### config.mk
export PLATFORM = sky130hd
export DESIGN_NAME = sd_desc_fetch
export DESIGN_NICKNAME = d
export VERILOG_FILES = /design/src/rtl/sd_desc_fetch.sv
export SDC_FILE = /design/constraint.sdc
export NUM_CORES = 1
export LEC_CHECK = 0
export CORE_ASPECT_RATIO = 2
export CORE_UTILIZATION = 40
export DETAILED_ROUTE_END_ITERATION = 7
export PLACE_DENSITY = 0.67
export RECOVER_POWER = 25
export SYNTH_ARGS = -nofsm -noshare
export SYNTH_HDL_FRONTEND = slang
export SYNTH_SLANG_ARGS = --single-unit
### constraint.sdc
create_clock -name clk -period 3.8 [get_ports clk]
set_clock_uncertainty 0.1 [all_clocks]
set_input_delay 0.57 -clock clk [delete_from_list [all_inputs] [get_ports clk]]
set_output_delay 0.57 -clock clk [all_outputs]
set_load 0.01 [all_outputs]
### src/rtl/sd_desc_fetch.sv
// Storage-descriptor fetch engine: reads entries back-to-back, decodes option pairs, presents a flat descriptor.
// Optional macro SD_DESC_FETCH_ERR_EN adds sdf__xx2__err (bad delineation or no EOM within MAX_ENTRIES).
`ifndef MGR_WU_ADDRESS_WIDTH
`define MGR_WU_ADDRESS_WIDTH 8
`endif
`ifndef MGR_WU_OPT_PER_INST
`define MGR_WU_OPT_PER_INST 4
`endif
`ifndef MGR_WU_OPT_TYPE_WIDTH
`define MGR_WU_OPT_TYPE_WIDTH 4
`endif
`ifndef MGR_WU_OPT_VALUE_WIDTH
`define MGR_WU_OPT_VALUE_WIDTH 16
`endif
`ifndef MGR_INST_TYPE_WIDTH
`define MGR_INST_TYPE_WIDTH 4
`endif

module sd_desc_fetch #(
  parameter int ADDR_W      = `MGR_WU_ADDRESS_WIDTH,
  parameter int NUM_OPT     = `MGR_WU_OPT_PER_INST,
  parameter int TYPE_W      = `MGR_WU_OPT_TYPE_WIDTH,
  parameter int VALUE_W     = `MGR_WU_OPT_VALUE_WIDTH,
  parameter int MAX_ENTRIES = 8,
  parameter logic [TYPE_W-1:0] OPT_START_ADDR = TYPE_W'(1),
  parameter logic [TYPE_W-1:0] OPT_NUM_LINES  = TYPE_W'(2),
  parameter logic [TYPE_W-1:0] OPT_STRIDE     = TYPE_W'(3),
  parameter logic [TYPE_W-1:0] OPT_ORDER      = TYPE_W'(4)
) (
  input  logic                            clk,
  input  logic                            reset_poweron,
  input  logic                            xx1__sdf__valid,
  input  logic [ADDR_W-1:0]               xx1__sdf__stor_desc_ptr,
  output logic                            sdf__xx1__ready,
  output logic                            sdf__sdm__read,
  output logic [ADDR_W-1:0]               sdf__sdm__addr,
  input  logic                            sdm__sdf__valid,
  input  logic [1:0]                      sdm__sdf__icntl,
  input  logic [1:0]                      sdm__sdf__dcntl,
  input  logic [`MGR_INST_TYPE_WIDTH-1:0] sdm__sdf__op,
  input  logic [TYPE_W-1:0]               sdm__sdf__option_type  [NUM_OPT],
  input  logic [VALUE_W-1:0]              sdm__sdf__option_value [NUM_OPT],
  output logic                            sdf__xx2__valid,
  input  logic                            xx2__sdf__ready,
  output logic [VALUE_W-1:0]              sdf__xx2__start_addr,
  output logic [VALUE_W-1:0]              sdf__xx2__num_lines,
  output logic [VALUE_W-1:0]              sdf__xx2__stride,
  output logic [VALUE_W-1:0]              sdf__xx2__order,
  output logic [3:0]                      sdf__xx2__num_entries
`ifdef SD_DESC_FETCH_ERR_EN
  ,
  output logic                            sdf__xx2__err
`endif
);

  typedef enum logic [1:0] {S_IDLE, S_ISSUE, S_DRAIN, S_HOLD} state_t;
  localparam logic [3:0] MAX_CNT = 4'(MAX_ENTRIES);

  state_t              state_q, state_d;
  logic [ADDR_W-1:0]   addr_q, addr_d;
  logic [3:0]          issued_q, issued_d, entries_q, entries_d;
  logic [2:0]          out_q, out_d;
  logic                done_q, done_d, rdy_q, rdy_d, vld_q, vld_d;
  logic [VALUE_W-1:0]  start_q, start_d, lines_q, lines_d, stride_q, stride_d, order_q, order_d;
  logic                read, ret_live, take, ret_eom;
`ifdef SD_DESC_FETCH_ERR_EN
  logic                err_q, err_d;
`endif

  always_comb begin
    state_d   = state_q;
    addr_d    = addr_q;
    issued_d  = issued_q;
    entries_d = entries_q;
    out_d     = out_q;
    done_d    = done_q;
    start_d   = start_q;
    lines_d   = lines_q;
    stride_d  = stride_q;
    order_d   = order_q;
`ifdef SD_DESC_FETCH_ERR_EN
    err_d     = err_q;
`endif
    read      = 1'b0;
    // Only a live fetch owns the return path; anything arriving in IDLE is stale.
    ret_live  = sdm__sdf__valid && (state_q == S_ISSUE || state_q == S_DRAIN);
    take      = ret_live && !done_q;
    ret_eom   = take && sdm__sdf__dcntl[0];

    case (state_q)
      S_IDLE: begin
        if (xx1__sdf__valid) begin
          state_d   = S_ISSUE;
          addr_d    = xx1__sdf__stor_desc_ptr;
          issued_d  = '0;
          entries_d = '0;
          out_d     = '0;
          done_d    = 1'b0;
          start_d   = '0;
          lines_d   = '0;
          stride_d  = '0;
          order_d   = '0;
`ifdef SD_DESC_FETCH_ERR_EN
          err_d     = 1'b0;
`endif
        end
      end
      S_ISSUE: begin
        read = !ret_eom && (issued_q < MAX_CNT);
        if (read) begin
          addr_d   = addr_q + ADDR_W'(1);
          issued_d = issued_q + 4'd1;
        end
        if (ret_eom || issued_d == MAX_CNT) state_d = S_DRAIN;
      end
      S_HOLD: begin
        if (xx2__sdf__ready) state_d = S_IDLE;
      end
      default: ;
    endcase

    if (take) begin
      entries_d = entries_q + 4'd1;
      for (int i = 0; i < NUM_OPT; i++) begin
        case (sdm__sdf__option_type[i])
          OPT_START_ADDR: start_d  = sdm__sdf__option_value[i];
          OPT_NUM_LINES:  lines_d  = sdm__sdf__option_value[i];
          OPT_STRIDE:     stride_d = sdm__sdf__option_value[i];
          OPT_ORDER:      order_d  = sdm__sdf__option_value[i];
          default: ;
        endcase
      end
      if (sdm__sdf__dcntl[0]) done_d = 1'b1;
`ifdef SD_DESC_FETCH_ERR_EN
      if ((entries_q == 4'd0) != sdm__sdf__icntl[1]) err_d = 1'b1;
      if (entries_d == MAX_CNT && !sdm__sdf__dcntl[0]) err_d = 1'b1;
`endif
    end

    case ({read, ret_live})
      2'b10:   out_d = out_q + 3'd1;
      2'b01:   out_d = out_q - 3'd1;
      default: ;
    endcase

    // Counting the return in the same cycle lets HOLD start right after the last return.
    if (state_q == S_DRAIN && out_d == 3'd0) state_d = S_HOLD;

    rdy_d = (state_d == S_IDLE);
    vld_d = (state_d == S_HOLD);
  end

  always_ff @(posedge clk or negedge reset_poweron) begin
    if (!reset_poweron) begin
      state_q   <= S_IDLE;
      addr_q    <= '0;
      issued_q  <= '0;
      entries_q <= '0;
      out_q     <= '0;
      done_q    <= 1'b0;
      rdy_q     <= 1'b0;
      vld_q     <= 1'b0;
      start_q   <= '0;
      lines_q   <= '0;
      stride_q  <= '0;
      order_q   <= '0;
`ifdef SD_DESC_FETCH_ERR_EN
      err_q     <= 1'b0;
`endif
    end else begin
      state_q   <= state_d;
      addr_q    <= addr_d;
      issued_q  <= issued_d;
      entries_q <= entries_d;
      out_q     <= out_d;
      done_q    <= done_d;
      rdy_q     <= rdy_d;
      vld_q     <= vld_d;
      start_q   <= start_d;
      lines_q   <= lines_d;
      stride_q  <= stride_d;
      order_q   <= order_d;
`ifdef SD_DESC_FETCH_ERR_EN
      err_q     <= err_d;
`endif
    end
  end

  assign sdf__xx1__ready       = rdy_q;
  assign sdf__sdm__read        = read;
  assign sdf__sdm__addr        = addr_q;
  assign sdf__xx2__valid       = vld_q;
  assign sdf__xx2__start_addr  = start_q;
  assign sdf__xx2__num_lines   = lines_q;
  assign sdf__xx2__stride      = stride_q;
  assign sdf__xx2__order       = order_q;
  assign sdf__xx2__num_entries = entries_q;
`ifdef SD_DESC_FETCH_ERR_EN
  assign sdf__xx2__err         = err_q;
`endif

  logic unused_in;
  assign unused_in = ^{sdm__sdf__op, sdm__sdf__icntl, sdm__sdf__dcntl[1]};

endmodule

After elaboration in Yosys (flattened, before gate mapping):

Cells that the tools add are included.
Widths: inputs -> output; s select.

* output and inout port bits: 79
* register bits: 88

* add/sub/neg operators: 5
* reductions and logical operators: 18
* mux-type cells: 50
* equality and inequality tests: 25
* magnitude comparators: 1

Operators with widths (count)
* $mux 16: 28
* $eq 4x2->1 const B: 8
* $mux 4: 5
* $eq 4x1->1 const B: 4
* $eq 4x3->1 const B: 4
* $mux 8: 2
* $pmux 8 s2: 1
* $add 4x1->4 const B: 2
* $add 8x1->8 const B: 1
* $eq 2x2->1 const B: 4
* $mux 2: 4
* $pmux 4 s2: 1
* $mux 3: 2
* $pmux 2 s3: 1
* $pmux 3 s2: 1
* $reduce_bool 2->1: 3
* $logic_and 1x1->1: 5
* $mux 1: 5
* $eq 2x1->1 const B: 2
* $eq 4x4->1 const B: 1
* $logic_not 2->1: 2
* $lt 4x4->1 const B: 1
* $reduce_and 2->1: 2
* $add 3x1->3 const B: 1
* 7 further kinds: 9

Logic depth before layout (Yosys ltp):

Gate-level depths: netlist (run 1).

* word-level depth: 15
* gate-level depth with buffers: 12
* mapped depth without buffers: 12

Worst setup path after synthesis (run 1):

Ideal clock, no wire load.

* path type: register -> register
* from: register state_q[1]
* to: register rdy_q (netlist: sdf__xx1__ready)
* cell stages (with the launch flop): 13
* required time: 3.580 ns
* slack: 0.522 ns
* data arrival time: 3.058 ns
* setup time: 0.120 ns
* buffers on the path: 0
* cells stage by stage: dfrtp_1 inv_1 ha_1 and3b_1 a21oi_2 nand2_1 ha_1 fa_1 xnor3_1 o2bb2ai_1 nor4bb_1 o22ai_1 and3b_1

* elaborated cells on any way between the ends: 27
* classes of those cells: 6 x eq/ne; 10 x mux; 11 x reduce/logical

RTL lines
* from (decl): RTL line 59 `state_t state_q, state_d;`
* from (signal assigned): RTL line 171 `state_q <= state_d;`
* $eq 2x1->1 or $eq 2x2->1 (tied branches): RTL line 86, 90
* $logic_or 1x1->1: RTL line 86 `ret_live = sdm__sdf__valid && (state_q == S_ISSUE || state_q == S_DRAIN);`
* $logic_and 1x1->1: RTL line 86
* $logic_and 1x1->1: RTL line 87 `take = ret_live && !done_q;`
* $logic_and 1x1->1: RTL line 88 `ret_eom = take && sdm__sdf__dcntl[0];`
* $logic_not 1->1: RTL line 109 `read = !ret_eom && (issued_q < MAX_CNT);`
* $logic_and 1x1->1: RTL line 109
* $mux 1: RTL line 90 `case (state_q)`
* $eq 2x1->1 or $eq 2x2->1 (tied branches): RTL line 140 `case ({read, ret_live})`
* $pmux 3 s2 *: RTL line 140
* named net out_d[2]: RTL line 62 `logic [2:0] out_q, out_d;`
* $logic_not 3->1 *: RTL line 147 `if (state_q == S_DRAIN && out_d == 3'd0) state_d = S_HOLD;`
* $logic_and 1x1->1 *: RTL line 147
* $mux 2 *: RTL line 147
* $logic_not 2->1 *: RTL line 149 `rdy_d = (state_d == S_IDLE);`
* named net rdy_d: RTL line 63 `logic done_q, done_d, rdy_q, rdy_d, vld_q, vld_d;`
* to (signal assigned): RTL line 177 `rdy_q <= rdy_d;`
* to (decl): RTL line 63

The timed path passes the listed nets; every way through them passes the cells marked *. The select of a mux whose other input is x is not followed.
A chain may end at the register's enable or synchronous reset.

Final worst setup path (run 1):

Ends and elaborated chain as after synthesis.

==> metrics.json, run 1 <==
{
  "clock_network": {
    "hold_fix_buffer_count_after_cts": 0,
    "tritoncts": "built",
    "cts_htree_levels": 3,
    "post_cts_repair_setup_buffers": 0,
    "clock_sink_count": 88,
    "ctsRootBufferMaster": "sky130_fd_sc_hd__clkbuf_16",
    "clock_latency_ps": 350,
    "cts_made_buffers": 9,
    "path_clk_slew_ps": 80,
    "cts.path.max_buffers": 2
  },
  "sta": {
    "setup_viol_count_final": 0,
    "slew-limit-headroom_pct": -16.2,
    "crit_path_time_final_ps": 3460,
    "rsz0062_at_grt": "no",
    "final.period_utilization_pct": 91.0,
    "holdWs_ps": 429,
    "tns_ps": 0,
    "fmax_mhz": 289,
    "worst_max_slew_pin_slew_ps": 1740,
    "final_hold_viol_count": 0,
    "report.final.slew_viol_count": 36
  },
  "route": {
    "number_of_remaining_drc_errors": 0,
    "first_iter_violations": 616,
    "vias": 7474,
    "routed_length_per_instance_um": 24.1,
    "drtAntennaViolNets": 0,
    "routed_wl_mm": 28.0,
    "firstDrtPassIters": 5,
    "routed_via_density": 6.45
  },
  "final_layout": {
    "final_cell_mix": "sky130_fd_sc_hd__clkdlybuf4s50_1 (171), sky130_fd_sc_hd__nor2_1 (112), sky130_fd_sc_hd__nand2_1 (90)",
    "instances_no_fill": 1159,
    "nets": 1063,
    "final_common_cell": "sky130_fd_sc_hd__clkdlybuf4s50_1",
    "n_antenna_cell": 0,
    "area.growth.synth_to_final_pct": 34.8,
    "layout-drive-gt1-share_pct": 6.89,
    "fill_count": 1508
  },
  "worst_setup_path": {
    "cp-startpoint": "state_q[1]$_DFF_PN0_",
    "critical_path.endpoint": "sdf__xx1__ready$_DFF_PN0_",
    "timing.rr.end": "sdf__xx1__ready$_DFF_PN0_",
    "critical_path_arrival_ps": 3610,
    "critical_path.reg2reg.startpoint": "state_q[1]$_DFF_PN0_",
    "critical_path.max_fanout": 7,
    "criticalPathCategory": "reg2reg",
    "critical_path_required_ps": 3950,
    "reg2reg_slack_ps": 340,
    "critPathCaptureType": "register",
    "worstRegToRegCells": 12,
    "start_kind": "register"
  },
  "logic_synthesis": {
    "synth-seq-cells": 88,
    "ys_async_sr_fraction_pct": 100,
    "yosys_most_used_dff": "sky130_fd_sc_hd__dfrtp_1",
    "netlist_area_mm2": 0.00645,
    "synth_cell_types": 57,
    "synthesis.instances": 821,
    "synth.yosys.seq_area_share_pct": 34.1,
    "synth_top_area_share_pct": 34.1,
    "syn_nets": 931,
    "synth.yosys.warnings": 0,
    "cell_types_occupying_the_most_area_after_synthesis": "sky130_fd_sc_hd__dfrtp_1 (34%), sky130_fd_sc_hd__nor2_1 (6.5%), sky130_fd_sc_hd__a211oi_1 (6.3%), sky130_fd_sc_hd__nand2_1 (5.3%), sky130_fd_sc_hd__o31ai_1 (3.8%)",
    "synthDominantAreaCellType": "sky130_fd_sc_hd__dfrtp_1",
    "syn-mean-instance-area_um2": 7.86,
    "synth_edf_count": 0
  },
  "global_route": {
    "maximum_number_of_pins_on_one_net_before_global_route_repair": 86,
    "grt_util_all_layers_pct": 33.7,
    "antenna_found_initial": 0,
    "congestion_overflow_gr": 0,
    "number_of_global_route_vias_before_repair": 7150,
    "grt_pass1_wl_mm": 42.0
  },
  "status": {
    "status": "complete, but fails checks",
    "violations": "max-capacitance violations, max-slew violations"
  },
  "place": {
    "hpwlAfterDp_mm": 19.8,
    "place.port_buffers": 172,
    "placer_congestion": 0.991,
    "dp_cells": 1143
  },
  "die": {
    "dieArea_mm2": 0.0167,
    "floorplan.rows": 65,
    "floorplan.die.width_um": 91.8,
    "pin_count": 180,
    "starting_density_pct": 40.9,
    "die_height_um": 182,
    "core_ar_mm2": 0.0158
  },
  "power_and_ir_drop": {
    "power_per_cell_area_mw_per_mm2": 718,
    "static-leakage-power_nw": 3.50,
    "worst_vdd_drop_mv": 0.316
  },
  "job": {
    "cap_violations": 1
  },
  "worst_hold_path": {
    "hold_path.class": "reg2reg"
  }
}
-- layer usage --
layer  GRT usage, %  part of all wire (%)  up-vias
li1               -                     -     3374
met1           35.8                    34     3588
met2           58.7                    50      400
met3           4.65                   6.4      112
met4           26.8                   9.3        0
met5              0                     0        -
-- per-stage QoR --
step                instance area, um^2  util [%]  power [mW]  worst slack, ps
global route                       8690      55.1        6.64             90.0
CTS                                8700      55.1        6.23              246
detailed placement                 8370      53.1        5.19              119
floorplan                          6450         -        3.60              522
global placement                   8370      53.1        5.16              148
finish                             8690      55.1        6.24              342
-- cell families after synthesis --
group | after synthesis | share of synthesized area, %
xor+xnor | 2 | 0.485
flops | 88 | 34.1
buf+inv | 86 | 5.30
mux | 16 | 2.48
simple gates | 281 | 20.0
fa+ha+maj | 9 | 1.86
compound gates | 339 | 35.8
-- final cells by class --
class                   count  area (um^2)  area share [%]
multi-input cells         647         3950            45.5
flip-flops and latches     88         2200            25.3
repair buffers            198         1930            22.2
well taps                 201          251            2.89
clock buffers               9          225            2.59
clock inverters             7          100            1.15
inverters                   9         33.8           0.389
-- power by group --
| group | switching, mW | leakage, nW | internal, mW |
|---|---|---|---|
| Clock | 0.431 | 0.161 | 0.585 |
| Sequential | 0.403 | 1.17 | 1.37 |
| Combinational | 1.81 | 2.17 | 1.64 |
| Total | 2.64 | 3.50 | 3.60 |
-- sequential cells by signal, indices dropped and copies added (netlist names), 2 cells and up --
register,flops
sdf__xx2__num_lines,16
sdf__xx2__order,16
sdf__xx2__start_addr,16
sdf__xx2__stride,16
sdf__sdm__addr,8
issued_q,4
sdf__xx2__num_entries,4
out_q,3
state_q,2
-- synthesized netlist by cell type, types with 3 or more instances --
master / number
sky130_fd_sc_hd__a21oi_1: 34
sky130_fd_sc_hd__a221oi_1: 4
sky130_fd_sc_hd__a211oi_2: 10
sky130_fd_sc_hd__a31oi_1: 34
sky130_fd_sc_hd__o21ai_1: 22
sky130_fd_sc_hd__o22ai_1: 37
sky130_fd_sc_hd__and3b_1: 3
sky130_fd_sc_hd__a21boi_0: 17
sky130_fd_sc_hd__o21ai_0: 49
sky130_fd_sc_hd__or4b_1: 5
sky130_fd_sc_hd__nand2b_1: 10
sky130_fd_sc_hd__o31ai_1: 33
sky130_fd_sc_hd__inv_1: 9
sky130_fd_sc_hd__buf_2: 6
sky130_fd_sc_hd__ha_1: 8
sky130_fd_sc_hd__a311oi_1: 16
sky130_fd_sc_hd__a32oi_1: 16
sky130_fd_sc_hd__nand3b_1: 3
sky130_fd_sc_hd__a221o_1: 3
sky130_fd_sc_hd__dfrtp_1: 88
sky130_fd_sc_hd__buf_1: 6
sky130_fd_sc_hd__a211oi_1: 54
sky130_fd_sc_hd__nand3_1: 32
sky130_fd_sc_hd__clkbuf_1: 63
sky130_fd_sc_hd__nand2_1: 91
sky130_fd_sc_hd__mux2i_1: 16
sky130_fd_sc_hd__nor2_1: 112
sky130_fd_sc_hd__nor2b_1: 5
-- worst min-delay path by stage --
| stage | to | cells after the start | slack, ps | from |
|---|---|---|---|---|
| final | done_q$_DFF_PN0_ | 2 | 430 | done_q$_DFF_PN0_ |
| after global routing | sdf__xx2__num_entries[2]$_DFFE_PN0P_ | 1 | 460 | sdf__xx2__num_entries[2]$_DFFE_PN0P_ |
| after CTS | sdf__xx2__num_lines[3]$_DFF_PN0_ | 1 | 200 | reset_poweron |
| after detailed placement | done_q$_DFF_PN0_ | 2 | 420 | done_q$_DFF_PN0_ |
| after global placement | done_q$_DFF_PN0_ | 2 | 400 | done_q$_DFF_PN0_ |
| after floorplan | done_q$_DFF_PN0_ | 0 | 170 | reset_poweron |
-- timing repair --
| item | in CTS | in global routing |
|---|---|---|
| gates resized for setup | 0 | 1 |
| hold endpoints to repair | 0 | 0 |
| setup endpoints to repair | 0 | 1 |
-- critical path: stages, from the launching register on --
cell and delay [ps]:
sky130_fd_sc_hd__dfrtp_1 470, sky130_fd_sc_hd__inv_1 100, sky130_fd_sc_hd__ha_1 350, sky130_fd_sc_hd__and3b_2 240, sky130_fd_sc_hd__a21oi_2 160, sky130_fd_sc_hd__nand2_1 90
sky130_fd_sc_hd__ha_1 250, sky130_fd_sc_hd__fa_1 380, sky130_fd_sc_hd__xnor3_1 380, sky130_fd_sc_hd__o2bb2ai_1 110, sky130_fd_sc_hd__nor4bb_2 370, sky130_fd_sc_hd__o22ai_1 150
sky130_fd_sc_hd__and3b_1 220
Note: power is estimated with default switching activity, not from simulation.
==> run 2: changes to the inputs <==
CORE_UTILIZATION = 30   (was 40)
PLACE_DENSITY = 0.52   (was 0.67)
==> run 2 against run 1 <==
  * The run still ends with max-capacitance violations, max-slew violations left
  * Clock power down 10%
  * Utilization down 13 points
  * Routed wire length up 6.6%
  * Combinational power about the same
  * Count of clock-buffer cells in the layout unchanged
  * Cell count up 6.0%
  * Total power down 1.4%
  * Critical path depth unchanged
  * Via count down 2.6%
  * Critical endpoint unchanged
==> metrics.json, run 2 (synthesis gave the netlist of run 1 again) <==
{
  "status": {
    "status": "complete, but fails checks",
    "violations": "max-capacitance violations, max-slew violations"
  },
  "place": {
    "hpwlAfterDp": {"value": 21.9, "unit": "mm", "change": "+11%"},
    "placer_congestion": {"value": 0.961, "change": "-3.0%"},
    "placement.setup.worst_slack": {"value": 71.0, "unit": "ps", "change": "-48.0 ps"},
    "place.port_buffers": {"value": 172, "change": "unchanged"}
  },
  "route": {
    "routed_via_density": {"value": 5.92, "change": "-8.2%"},
    "first_iter_violations": {"value": 400, "change": "-35%"},
    "firstDrtPassIters": {"value": 5, "change": "unchanged"},
    "number_of_remaining_drc_errors": {"value": 0, "change": "unchanged"},
    "routed_length_per_instance": {"value": 24.3, "unit": "um", "change": "+0.52%"},
    "drtAntennaViolNets": {"value": 0, "change": "unchanged"},
    "vias": {"value": 7276, "change": "-2.6%"},
    "routed_wl": {"value": 29.8, "unit": "mm", "change": "+6.6%"}
  },
  "worst_setup_path": {
    "critical_path.reg2reg.startpoint": "state_q[1]$_DFF_PN0_",
    "cpPeakStageDelay": {"value": 540, "unit": "ps", "change": "+70 ps"},
    "worst_path_most_repeated_cell": "sky130_fd_sc_hd__ha_1",
    "critical_path_arrival": {"value": 3700, "unit": "ps", "change": "+90 ps"},
    "critPathCaptureType": "register",
    "critical_path_required": {"value": 3950, "unit": "ps", "change": "about the same"},
    "criticalPathCategory": "reg2reg",
    "worstRegToRegCells": {"value": 12, "change": "unchanged"},
    "timing.rr.end": "sdf__xx1__ready$_DFF_PN0_",
    "cp_num_buf_inv": {"value": 1, "change": "unchanged"},
    "path_cells": "inv_1 > ha_1 > and3b_2 > a21oi_2 > nand2_1 > ha_1 > fa_1 > xnor3_1 > o2bb2ai_1 > nor4bb_1 > o22ai_1 > and3b_1",
    "cpLargestDelayFamily": "simple AND/OR/NAND/NOR gates",
    "slowest_stage": "sky130_fd_sc_hd__nor4bb_1",
    "cp-startpoint": "state_q[1]$_DFF_PN0_",
    "start_kind": "register",
    "reg2reg_slack": {"value": 250, "unit": "ps", "change": "-90 ps"},
    "levels_on_crit_path": {"value": 12, "change": "unchanged"},
    "critical_path.endpoint": "sdf__xx1__ready$_DFF_PN0_",
    "critical_path.max_fanout": {"value": 7, "change": "unchanged"}
  },
  "die": {
    "dieArea": {"value": 0.0221, "unit": "mm^2", "change": "+33%"},
    "core_ar": {"value": 0.0210, "unit": "mm^2", "change": "+33%"},
    "pin_count": {"value": 180, "change": "unchanged"},
    "die_height": {"value": 209, "unit": "um", "change": "+15%"},
    "starting_density": {"value": 30.7, "unit": "%", "change": "-10 points"},
    "floorplan.die.width": {"value": 106, "unit": "um", "change": "+15%"},
    "floorplan.rows": {"value": 75, "change": "+15%"}
  },
  "global_route": {
    "number_of_global_route_vias_before_repair": {"value": 7319, "change": "+2.4%"},
    "grt_pass1_wl": {"value": 43.9, "unit": "mm", "change": "+4.4%"},
    "maximum_number_of_pins_on_one_net_before_global_route_repair": {"value": 89, "change": "+3.5%"},
    "congestion_overflow_gr": {"value": 0, "change": "unchanged"},
    "antenna_found_initial": {"value": 0, "change": "unchanged"},
    "grt_util_all_layers": {"value": 26.9, "unit": "%", "change": "-6.7 points"}
  },
  "sta": {
    "slew-limit-headroom": {"value": -64.7, "unit": "%", "change": "-48 points"},
    "worst_max_slew_pin_slew": {"value": 2470, "unit": "ps", "change": "+727 ps"},
    "tns": {"value": 0, "unit": "ps", "change": "unchanged"},
    "final_hold_viol_count": {"value": 0, "change": "unchanged"},
    "report.final.slew_viol_count": {"value": 89, "change": "+150%"},
    "rsz0062_at_grt": "no",
    "fmax": {"value": 282, "unit": "MHz", "change": "-2.5%"},
    "setup_viol_count_final": {"value": 0, "change": "unchanged"},
    "final.setup.worst_slack": {"value": 255, "unit": "ps", "change": "-87.5 ps"},
    "final.period_utilization": {"value": 93.3, "unit": "%", "change": "+2.3 points"},
    "holdWs": {"value": 437, "unit": "ps", "change": "+7.60 ps"},
    "crit_path_time_final": {"value": 3550, "unit": "ps", "change": "+87.5 ps"}
  },
  "power_and_ir_drop": {
    "total_power": {"value": 6.16, "unit": "mW", "change": "-1.4%"},
    "power_per_cell_area": {"value": 703, "unit": "mW/mm^2", "change": "-2.1%"},
    "worst_vdd_drop": {"value": 0.410, "unit": "mV", "change": "+30%"},
    "static-leakage-power": {"value": 3.49, "unit": "nW", "change": "-0.33%"}
  },
  "clock_network": {
    "ctsRootBufferMaster": "sky130_fd_sc_hd__clkbuf_16",
    "path_clk_slew": {"value": 70, "unit": "ps", "change": "about the same"},
    "clock_latency": {"value": 350, "unit": "ps", "change": "about the same"},
    "tritoncts": "built",
    "hold_fix_buffer_count_after_cts": {"value": 0, "change": "unchanged"},
    "post_cts_repair_setup_buffers": {"value": 0, "change": "unchanged"},
    "clock_sink_count": {"value": 88, "change": "unchanged"},
    "cts_htree_levels": {"value": 3, "change": "unchanged"},
    "cts.path.max_buffers": {"value": 2, "change": "unchanged"},
    "postCtsResizedCells": {"value": 0, "change": "unchanged"},
    "cts_made_buffers": {"value": 9, "change": "unchanged"}
  },
  "job": {
    "cap_violations": {"value": 1, "change": "unchanged"}
  },
  "final_layout": {
    "final_cell_mix": "sky130_fd_sc_hd__clkdlybuf4s50_1 (171), sky130_fd_sc_hd__nor2_1 (112), sky130_fd_sc_hd__nand2_1 (90)",
    "layout-drive-gt1-share": {"value": 7.08, "unit": "%", "change": "+0.19 points"},
    "n_antenna_cell": {"value": 0, "change": "unchanged"},
    "area.growth.synth_to_final_pct": 35.8,
    "final_common_cell": "sky130_fd_sc_hd__clkdlybuf4s50_1",
    "nets": {"value": 1065, "change": "+0.19%"},
    "fill_count": {"value": 2245, "change": "+49%"}
  },
  "worst_hold_path": {
    "hold_path.class": "reg2reg"
  }
}
run 2: cell types whose count changed in the layout (fill, tap and decap cells not counted), sizes merged:
cell and change:
bufinv -1, clkinvlp +1, clkbuf +1, clkinv +3, buf +2, dlymetal6s4s -1, inv -3
run 2: how the worst min path moves through the flow:
| stage | startpoint | end | slack, ps | cells after the start |
|---|---|---|---|---|
| 6_report | sdf__xx2__num_entries[2]$_DFFE_PN0P_ | sdf__xx2__num_entries[2]$_DFFE_PN0P_ | 440 | 1 |
| 5_1_grt | out_q[2]$_DFF_PN0_ | out_q[2]$_DFF_PN0_ | 470 | 1 |
| 4_1_cts | reset_poweron | sdf__sdm__addr[3]$_DFFE_PN0P_ | 190 | 2 |
| 3_5_place_dp | out_q[2]$_DFF_PN0_ | out_q[2]$_DFF_PN0_ | 430 | 1 |
| 3_3_place_gp | out_q[2]$_DFF_PN0_ | out_q[2]$_DFF_PN0_ | 420 | 1 |
| 2_1_floorplan | reset_poweron | done_q$_DFF_PN0_ | 170 | 0 |
run 2: power by group:
part	internal (mW)	switching [mW]	leakage (nW)
logic	1.64	1.82	2.17
registers	1.37	0.402	1.17
clock network	0.505	0.410	0.145
total	3.52	2.64	3.49
run 2: area by class of cell:
| class | instances | area, um^2 | area share [%] |
|---|---|---|---|
| clock buffer | 9 | 225 | 2.57 |
| clock inverter | 7 | 62.6 | 0.714 |
| inverter | 9 | 33.8 | 0.386 |
| multi-input combinational | 647 | 3950 | 45.1 |
| sequential | 88 | 2200 | 25.1 |
| tap | 269 | 337 | 3.84 |
| timing repair buffer | 200 | 1950 | 22.3 |
run 2: per-layer routing:
metal  track usage [%]  vias to the layer above  part of all wire, %
met5                 0                        -                    0
li1                  -                     3378                    -
met2              50.0                      302                   53
met3              3.94                       78                  5.1
met1              26.4                     3518                   34
met4              20.4                        0                  7.8
run 2: metrics by stage:
stage / instances / util [%] / area [um^2]
CTS: 1229 / 41.7 / 8770
detailed placement: 1213 / 40.4 / 8490
finish: 1229 / 41.7 / 8760
floorplan: 821 / - / 6450
global route: 1229 / 41.7 / 8760
global placement: 1213 / 40.4 / 8490
==> run 3: changes to the inputs <==
ABC_CLOCK_PERIOD_IN_PS = 3800   (was not set)
==> results of run 3 <==
Same layout as run 2: the final DEF is identical, and so are final timing and power.
==> RTL edit, RTL diff (config.mk and constraints of run 2) <==
Set the macro `MGR_WU_OPT_VALUE_WIDTH` to 20 (it was 16).
--- a/src/rtl/sd_desc_fetch.sv
+++ b/src/rtl/sd_desc_fetch.sv
@@ -11,5 +11,5 @@
 `endif
 `ifndef MGR_WU_OPT_VALUE_WIDTH
-`define MGR_WU_OPT_VALUE_WIDTH 16
+`define MGR_WU_OPT_VALUE_WIDTH 20
 `endif
 `ifndef MGR_INST_TYPE_WIDTH
Interface: changed (5 resized); port bits go from 180 to 212. The function was not compared with the original's and may differ.
==> RTL edit against run 2 <==
- combinational power is 5% higher
- critical path depth is 1 higher
- sequential cell count is 16 higher
- clock power is 13% higher
- wire length is 24% higher
- worst setup slack better by 95 ps
- sequential power is 11% higher
- critical endpoint unchanged
- die area is 17% higher
- cell area is 17% higher
- non-clock buffer count is 40 higher
- utilization is 0.055 points higher
- power is 7.7% higher
- synthesized area is 17% higher
==> RTL edit: results (changes against run 2) <==
Yosys
The number of distinct library cells after synthesis was 54 (was 57). Largest cells by area after synthesis: dfrtp_1 34%, o21ai_0 7.2%, nand2_1 6.2%, a211oi_1 6.2%, nor2_1 5.7% (was dfrtp_1 34%, nor2_1 6.5%, a211oi_1 6.3%, nand2_1 5.3%, o31ai_1 3.8%). Ranking of synthesized cells by instance count: 125 x nand2_1, 114 x nor2_1, 109 x o21ai_0 (was 112 x nor2_1, 91 x nand2_1, 88 x dfrtp_1). The synthesized netlist net count is 1113 (was 931).

The number of cells produced by synthesis was 987 (was 821). The proportion of synthesized chip area in sequential cells is 34.5% (was 34.1%).

Power
The maximum vdd drop is 0.248 mV (was 0.410 mV). The leakage power is 4.03 nW (was 3.49 nW).

Placed design
The total instance count after detailed placement was 1457 (was 1213). The routability congestion estimate from global placement came to 0.955 (was 0.961). The count of buffers inserted at the top-level ports is 204 (was 172).

Worst setup path
The number of cell instances on the worst register-to-register path is 13 (was 12). The worst stage delay on the critical path is 480 ps (was 540 ps). The library cell contributing the largest single delay on the critical path is dfrtp_1 (was nor4bb_1). The worst path arrival time came to 3620 ps (was 3700 ps).

GRT
The met1 track demand over resource is 30.5% (was 26.4%). The met3 track utilization from global routing is 3.90% (was 3.94%). The via count of the first global-routing pass was 8735 (was 7319). The wire length of the first global-routing pass is 53800 µm (was 43900 µm).

The global routing usage summed across all routing layers is 28.5% (was 26.9%).

Route
The wire length reported by the detailed router is 36800 µm (was 29800 µm). The routed wire length per instance is 25.0 µm (was 24.3 µm). The detail-routed via count per cell is 6.03 (was 5.92).

Layout
The number of nets in the final layout is 1263 (was 1065). The share of post-route cells with drive strength above 1 is 5.95% (was 7.08%).

Outcome
Run status: finished, final reports clean (was complete, but fails checks).

STA
The max-slew headroom at the worst pin came to 10.8% (was -64.7%). The total count of max-transition violations in the final report came to 0 (was 89).

Clock tree
The insertion delay of the later-clocked pin in the worst-skew pair is 370 ps (was 350 ps).
-- RTL edit: cell type report --
class / instances / share of cell area, %
multi-input cells: 778 / 44.8
flip-flops and latches: 104 / 25.3
repair buffers: 240 / 22.7
well taps: 332 / 4.04
clock buffers: 11 / 2.46
clock inverters: 5 / 0.609
inverters: 4 / 0.146
-- RTL edit: cell families after synthesis --
| logic type | count (synthesis) | synth area share (%) |
|---|---|---|
| buf+inv | 105 | 5.57 |
| compound gates | 416 | 35.1 |
| mux | 27 | 3.63 |
| flops | 104 | 34.5 |
| fa+ha+maj | 9 | 1.59 |
| simple gates | 324 | 19.2 |
| xor+xnor | 2 | 0.414 |
-- RTL edit: per-layer routing --
layer / up-vias / part of all wire [%]
li1: 3997 / -
met1: 4305 / 35
met2: 462 / 50
met3: 125 / 5.7
met4: 0 / 8.6
met5: - / 0
-- RTL edit: what timing repair did --
item,4_1_cts,5_1_grt
endpoints found under the setup margin,0,0
hold buffers,1,0
setup buffers,0,0
endpoints found under the hold margin,17,0
resized for setup,0,0
-- RTL edit: through the flow --
step / cell area [µm²] / hold slack (ps) / setup slack [ps]
floorplan: 7550 / 174 / 384
global placement: 9970 / 370 / 266
detailed placement: 9970 / 380 / 228
CTS: 10300 / 447 / 356
global route: 10300 / 468 / 165
finish: 10300 / 441 / 349
-- RTL edit: power by group --
group          switching [mW]  internal (mW)  total, mW
Clock                   0.479          0.553       1.03
Sequential              0.418           1.55       1.97
Combinational            1.93           1.70       3.63
-- RTL edit: worst register-to-register path, cell delays in order, from the launching register on --
cell and delay (ps):
dfrtp_1 480, inv_1 100, ha_1 330, and4b_1 280, nor2_1 150, nand2_1 90
ha_1 240, fa_1 370, xnor3_1 390, o2bb2ai_1 90, nor4bb_1 280, buf_4 170
o22ai_1 80, and3b_1 190
